[config.mk]
export PLATFORM = sky130hd
export DESIGN_NAME = fifo_bus_sel_arbiter
export DESIGN_NICKNAME = d
export VERILOG_FILES = /design/src/rtl/fifo_bus_sel_arbiter.sv
export SDC_FILE = /design/constraint.sdc
export NUM_CORES = 1
export LEC_CHECK = 0
export ABC_CLOCK_PERIOD_IN_PS = 6750
export BUFFER_PORTS_ARGS = -buffer_cell sky130_fd_sc_hd__buf_2
export CORE_UTILIZATION = 30
export DETAILED_ROUTE_END_ITERATION = 6
export HOLD_SLACK_MARGIN = 0.05
export SLEW_MARGIN = 20
export SYNTH_ARGS = -nofsm -noshare
export SYNTH_HDL_FRONTEND = slang
export SYNTH_SLANG_ARGS = --single-unit
[constraint.sdc]
create_clock -name clk -period 6.75 [get_ports clk]
set_input_delay 1.0125 -clock clk [delete_from_list [all_inputs] [get_ports clk]]
set_output_delay 1.0125 -clock clk [all_outputs]
set_load 0.05 [all_outputs]
[src/rtl/fifo_bus_sel_arbiter.sv]
// ---------------------------------------------------------------------------
// fifo_bus_sel_arbiter
//
// FIFO-side arbiter on the bus_sel interconnect. Frame detectors claim this
// FIFO by raising their bit of fifo_bus_sel. One requester is granted at a
// time, chosen round-robin, and it keeps the grant for one whole frame. The
// granted detector's words are buffered in a local FIFO. The one-hot grant is
// routed back to the detectors by the interconnect.
//
// Ports:
//   clk           rising-edge clock
//   rst           synchronous active-high reset
//   fifo_bus_sel  per-detector request for this FIFO
//   fd_data       packed detector words, detector x at [x*DATA_W +: DATA_W]
//   fd_valid      per-detector word valid
//   fd_last       per-detector last-word-of-frame, qualified by fd_valid
//   grant         registered one-hot grant, or all zero
//   rd_en         pop request
//   rd_data       registered popped word
//   rd_valid      rd_data holds the word popped on the previous cycle
//   empty/full    registered occupancy flags
//   count         registered occupancy, 0..DEPTH
//   ovf_err       sticky: a word was dropped because the FIFO was full
// ---------------------------------------------------------------------------
module fifo_bus_sel_arbiter #(
    parameter int PORT_NUM = 4,
    parameter int DATA_W   = 8,
    parameter int DEPTH    = 16
) (
    input  logic                          clk,
    input  logic                          rst,
    input  logic [PORT_NUM-1:0]           fifo_bus_sel,
    input  logic [PORT_NUM*DATA_W-1:0]    fd_data,
    input  logic [PORT_NUM-1:0]           fd_valid,
    input  logic [PORT_NUM-1:0]           fd_last,
    output logic [PORT_NUM-1:0]           grant,
    input  logic                          rd_en,
    output logic [DATA_W-1:0]             rd_data,
    output logic                          rd_valid,
    output logic                          empty,
    output logic                          full,
    output logic [$clog2(DEPTH):0]        count,
    output logic                          ovf_err
);

    localparam int AW = $clog2(DEPTH);
    localparam int CW = AW + 1;
    localparam int IW = (PORT_NUM > 1) ? $clog2(PORT_NUM) : 1;

    typedef enum logic {
        IDLE = 1'b0,
        BUSY = 1'b1
    } state_t;

    // Arbitration / frame control state
    state_t                state_q,      state_d;
    logic [PORT_NUM-1:0]   grant_q,      grant_d;
    logic [IW-1:0]         gidx_q,       gidx_d;
    logic [IW-1:0]         last_grant_q, last_grant_d;

    // FIFO state
    logic [DATA_W-1:0]     mem [DEPTH];
    logic [AW-1:0]         wr_ptr_q;
    logic [AW-1:0]         rd_ptr_q;
    logic [CW-1:0]         count_q,      count_d;
    logic                  empty_q;
    logic                  full_q;
    logic [DATA_W-1:0]     rd_data_q;
    logic                  rd_valid_q;
    logic                  ovf_q;

    // Round-robin search results
    logic                  found;
    logic [IW-1:0]         win_idx;
    logic [IW-1:0]         cand;

    // Signals of the currently granted port
    logic                  sel_g;
    logic                  vld_g;
    logic                  last_g;
    logic [DATA_W-1:0]     data_g;

    // FIFO handshakes
    logic                  wr_req;
    logic                  push;
    logic                  pop;
    logic                  ovf_set;

    // -----------------------------------------------------------------------
    // Round-robin winner: first requester scanning upward from last_grant+1.
    // Offsets run 1..PORT_NUM so the previous owner is checked last.
    // -----------------------------------------------------------------------
    always_comb begin
        found   = 1'b0;
        win_idx = '0;
        cand    = '0;
        for (int i = 1; i <= PORT_NUM; i++) begin
            cand = IW'((int'(last_grant_q) + i) % PORT_NUM);
            if (!found && fifo_bus_sel[cand]) begin
                found   = 1'b1;
                win_idx = cand;
            end
        end
    end

    assign sel_g  = fifo_bus_sel[gidx_q];
    assign vld_g  = fd_valid[gidx_q];
    assign last_g = fd_last[gidx_q];
    assign data_g = fd_data[int'(gidx_q)*DATA_W +: DATA_W];

    // -----------------------------------------------------------------------
    // Frame FSM: next state, grant and write request
    // -----------------------------------------------------------------------
    always_comb begin
        state_d      = state_q;
        grant_d      = grant_q;
        gidx_d       = gidx_q;
        last_grant_d = last_grant_q;
        wr_req       = 1'b0;

        case (state_q)
            IDLE: begin
                grant_d = '0;
                // A full FIFO could not accept the frame, so hold off granting.
                if (found && !full_q) begin
                    state_d          = BUSY;
                    gidx_d           = win_idx;
                    grant_d[win_idx] = 1'b1;
                end
            end

            BUSY: begin
                if (!sel_g) begin
                    // Abort: requester withdrew, whatever it drives is discarded.
                    state_d      = IDLE;
                    grant_d      = '0;
                    last_grant_d = gidx_q;
                end else begin
                    wr_req = vld_g;
                    if (vld_g && last_g) begin
                        state_d      = IDLE;
                        grant_d      = '0;
                        last_grant_d = gidx_q;
                    end
                end
            end

            default: begin
                state_d = IDLE;
                grant_d = '0;
            end
        endcase
    end

    // -----------------------------------------------------------------------
    // FIFO handshakes. A full FIFO still accepts a word when a pop frees a
    // slot in the same cycle; otherwise the word is dropped and flagged.
    // -----------------------------------------------------------------------
    assign pop     = rd_en && !empty_q;
    assign push    = wr_req && (!full_q || rd_en);
    assign ovf_set = wr_req && full_q && !rd_en;

    always_comb begin
        count_d = count_q;
        case ({push, pop})
            2'b10:   count_d = count_q + CW'(1);
            2'b01:   count_d = count_q - CW'(1);
            default: count_d = count_q;
        endcase
    end

    // -----------------------------------------------------------------------
    // Control and output registers
    // -----------------------------------------------------------------------
    always_ff @(posedge clk) begin
        if (rst) begin
            state_q      <= IDLE;
            grant_q      <= '0;
            gidx_q       <= '0;
            last_grant_q <= IW'(PORT_NUM - 1);
            wr_ptr_q     <= '0;
            rd_ptr_q     <= '0;
            count_q      <= '0;
            empty_q      <= 1'b1;
            full_q       <= 1'b0;
            rd_data_q    <= '0;
            rd_valid_q   <= 1'b0;
            ovf_q        <= 1'b0;
        end else begin
            state_q      <= state_d;
            grant_q      <= grant_d;
            gidx_q       <= gidx_d;
            last_grant_q <= last_grant_d;
            count_q      <= count_d;
            empty_q      <= (count_d == '0);
            full_q       <= (count_d == CW'(DEPTH));
            rd_valid_q   <= pop;
            if (push) begin
                wr_ptr_q <= wr_ptr_q + AW'(1);
            end
            if (pop) begin
                rd_ptr_q  <= rd_ptr_q + AW'(1);
                rd_data_q <= mem[rd_ptr_q];
            end
            if (ovf_set) begin
                ovf_q <= 1'b1;
            end
        end
    end

    // Storage array carries no reset; validity is tracked by the pointers.
    always_ff @(posedge clk) begin
        if (push) begin
            mem[wr_ptr_q] <= data_g;
        end
    end

    assign grant    = grant_q;
    assign rd_data  = rd_data_q;
    assign rd_valid = rd_valid_q;
    assign empty    = empty_q;
    assign full     = full_q;
    assign count    = count_q;
    assign ovf_err  = ovf_q;

endmodule

==> results.toml <==
[status]
outcome = "finished, final reports clean"

[synth]
synth_edf_count = 128
synth_top_area_share_pct = 56.97
synth_common_cells = "edfxtp_1 (128), nor2_1 (47), mux4_2 (39)"
ys.warnings.count = 0
synth_top_cell_by_area = "edfxtp_1"
ys_seq_area_share_pct = 67.06
synth_cells = 411
synth_cell_type_count = 40
synth.area.top_cells = "edfxtp_1 (57%), mux4_2 (13%), dfxtp_1 (10%), nor2_1 (2.6%), a22oi_1 (2.0%)"
synth-seq-cells = 162
netlist_area_um2 = 6746
ys_async_sr_fraction_pct = 0
synth_most_common_cell = "edfxtp_1"
synth_ff_type = "edfxtp_1"
syn-num-nets = 466
syn_area_per_cell_um2 = 16.41

[pwr]
p_switching_w = 0.0006604
p_leak_nw = 2.671
seqPwrFrac_pct = 45.9
switching_share_pct = 25.70
pwr-share-clk_pct = 37.6
power_density_nw_per_um2 = 322.5
internal-power_w = 0.001910
power.total_w = 0.002570
pwr-share-comb_pct = 16.5
ir_worst_vdd_mv = 0.1532

[routing]
wl_mm = 13.22
wl_per_cell_um = 17.05
ant_nets = 0
vias = 3767
drtIter0Drc = 184
drt_pass1_iterations = 4
route.detailed.drc = 0
viasPerCell = 4.861

[cts]
cts-buffers-inserted = 17
path_clk_slew_ns = 0.06
cts_buffer_depth = 2
cts_tree = "yes"
clkSinkCount = 162
h-tree-depth = 4
clock_latency_ns = 0.42
holdBufCountCts = 0
ctsResizeCount = 0
postCtsSetupBuffers = 0
cts-root-buf = "clkbuf_16"

[sta]
setup_viol = 0
setup_tns_ns = 0
worst_slew_pin_slew_ns = 0.9822
max_freq_mhz = 278.2
rsz0062_at_grt = "false"
slew_violations = 0
fin_crit_ns = 3.595
fin_crit_sh_pct = 53.26
relSlewSlack_pct = 34.28
finalClockSkew_ns = 0.007180
hold_ws_ns = 0.4549
hold_viol = 0

[worst_hold_path]
hp-class = "flip-flop to flip-flop"

[worst_setup_path]
cpMostUsedCell = "ha_1"
slowest_delay_ns = 0.80
worstSetupPathType = "flip-flop to flip-flop"
crit_fanout = 13
cp_top_family = "multiplexers"
cp-end-kind = "flip-flop"
cp_slowest_cell = "dfxtp_1"
cp-start-kind = "flip-flop"
path_buf_inv = 1
critical_path.cell_chain = "mux4_2 -> o2111a_1 -> inv_1 -> ha_1 -> xor2_1 -> ha_1 -> a21oi_1 -> mux2i_1 -> xnor2_1 -> and2_1 -> nor4bb_1"
required_ns = 7.06
arrival_ns = 3.90

[global_routing]
grtUsageTotal_pct = 12.26
grt_overflow_total = 0
grt_pass1_vias = 3932
grt_max_degree = 37
grt_pass1_wl_mm = 21.44
antenna_found_initial = 0

[layout]
fin_nets = 537
area_growth_pct = 18.14
drive_above_1_share_pct = 29.90
diodes = 0

[placed_design]
gp_congestion = 0.7648
numPortBuffers = 67
dp_hpwl_mm = 9.031

[floorplan]
ios = 68
die_area_um2 = 23090
die_y_um = 152.0
core_um2 = 21960
fp.dieW_um = 152.0
num_rows = 54
start_util_pct = 30.72

[run]
drv_cap = 0
kinds of logic after synthesis:
group / count (synthesis) / share of synthesized area [%]
fa+ha+maj: 8 / 1.484
compound gates: 46 / 4.711
simple gates: 101 / 6.880
buf+inv: 28 / 2.059
mux: 56 / 16.51
flops: 162 / 67.06
xor+xnor: 10 / 1.298
metrics by stage:
step,std cells,cell area (µm²),worst slack (ns),util [%]
after floorplan,411,6746,3.371,-
after global placement,743,7367,3.185,33.55
after detailed placement,743,7367,3.001,33.55
after CTS,775,7970,3.145,36.30
after global routing,775,7970,2.709,36.30
final,775,7970,3.155,36.30
sequential cells by signal (all words and copies together), names as in the netlist, 2 cells and up:
name,flops
count,5
last_grant_q,2
gidx_q,2
rd_data,8
rd_ptr_q,4
mem,128
grant,4
wr_ptr_q,4
layout by cell type (no fill, tap or decap), drive strengths merged, types with 6 or more instances in the layout:
cell type and n:
a21oi 8, a22oi 18, buf 73, clkbuf 19, dfxtp 34, edfxtp 128
ha 8, inv 8, mux2i 13, mux4 43, nand2 19, nand2b 7
nor2 47, nor2b 9, nor3 9, xor2 6
worst reg2reg max path, cell delays in order, from the launching register on:
cell and delay, ns:
dfxtp_1 0.80, mux4_2 0.64, o2111a_1 0.27, inv_1 0.13, ha_1 0.30, xor2_1 0.11, ha_1 0.22, a21oi_1 0.16
mux2i_1 0.23, xnor2_1 0.17, and2_1 0.18, nor4bb_1 0.27
final cells by class:
class                   instances  area, µm²
well taps                     280      350.3
multi-input cells             221       2083
clock inverters                13      160.2
flip-flops and latches        162       4527
inverters                       7      26.28
clock buffers                  19      442.9
fillers                      2022      13990
repair buffers                 73      380.4
power groups by stage:
| stage | clock network [W] | logic, W | registers, W |
|---|---|---|---|
| final | 0.000968 | 0.000423 | 0.00118 |
| after global routing | 0.00102 | 0.000466 | 0.00119 |
| after CTS | 0.000986 | 0.000431 | 0.00118 |
| after detailed placement | 0 | 0.000430 | 0.00120 |
| after global placement | 0 | 0.000418 | 0.00120 |
| after floorplan | 0 | 0.000282 | 0.00125 |
worst paths after layout:
| check | from | end | slack, ns | cells after the start |
|---|---|---|---|---|
| worst max-delay path | gidx_q[0]$_SDFFE_PP0P_ | full$_SDFF_PP0_ | 3.15 | 11 |
| worst min-delay path | grant[1]$_SDFFE_PP0P_ | grant[1]$_SDFFE_PP0P_ | 0.45 | 2 |
| worst max register to register | gidx_q[0]$_SDFFE_PP0P_ | full$_SDFF_PP0_ | 3.15 | 11 |
| worst min register to register | grant[1]$_SDFFE_PP0P_ | grant[1]$_SDFFE_PP0P_ | 0.45 | 2 |
metal layers:
metal	share of wire, %	global-route usage, %	vias up
met5	0	0	-
met4	1.7	5.928	0
met3	3.3	2.453	15
met2	52	21.16	99
met1	43	14.67	1903
li1	-	-	1750
Note: power is estimated with default switching activity, not from simulation.
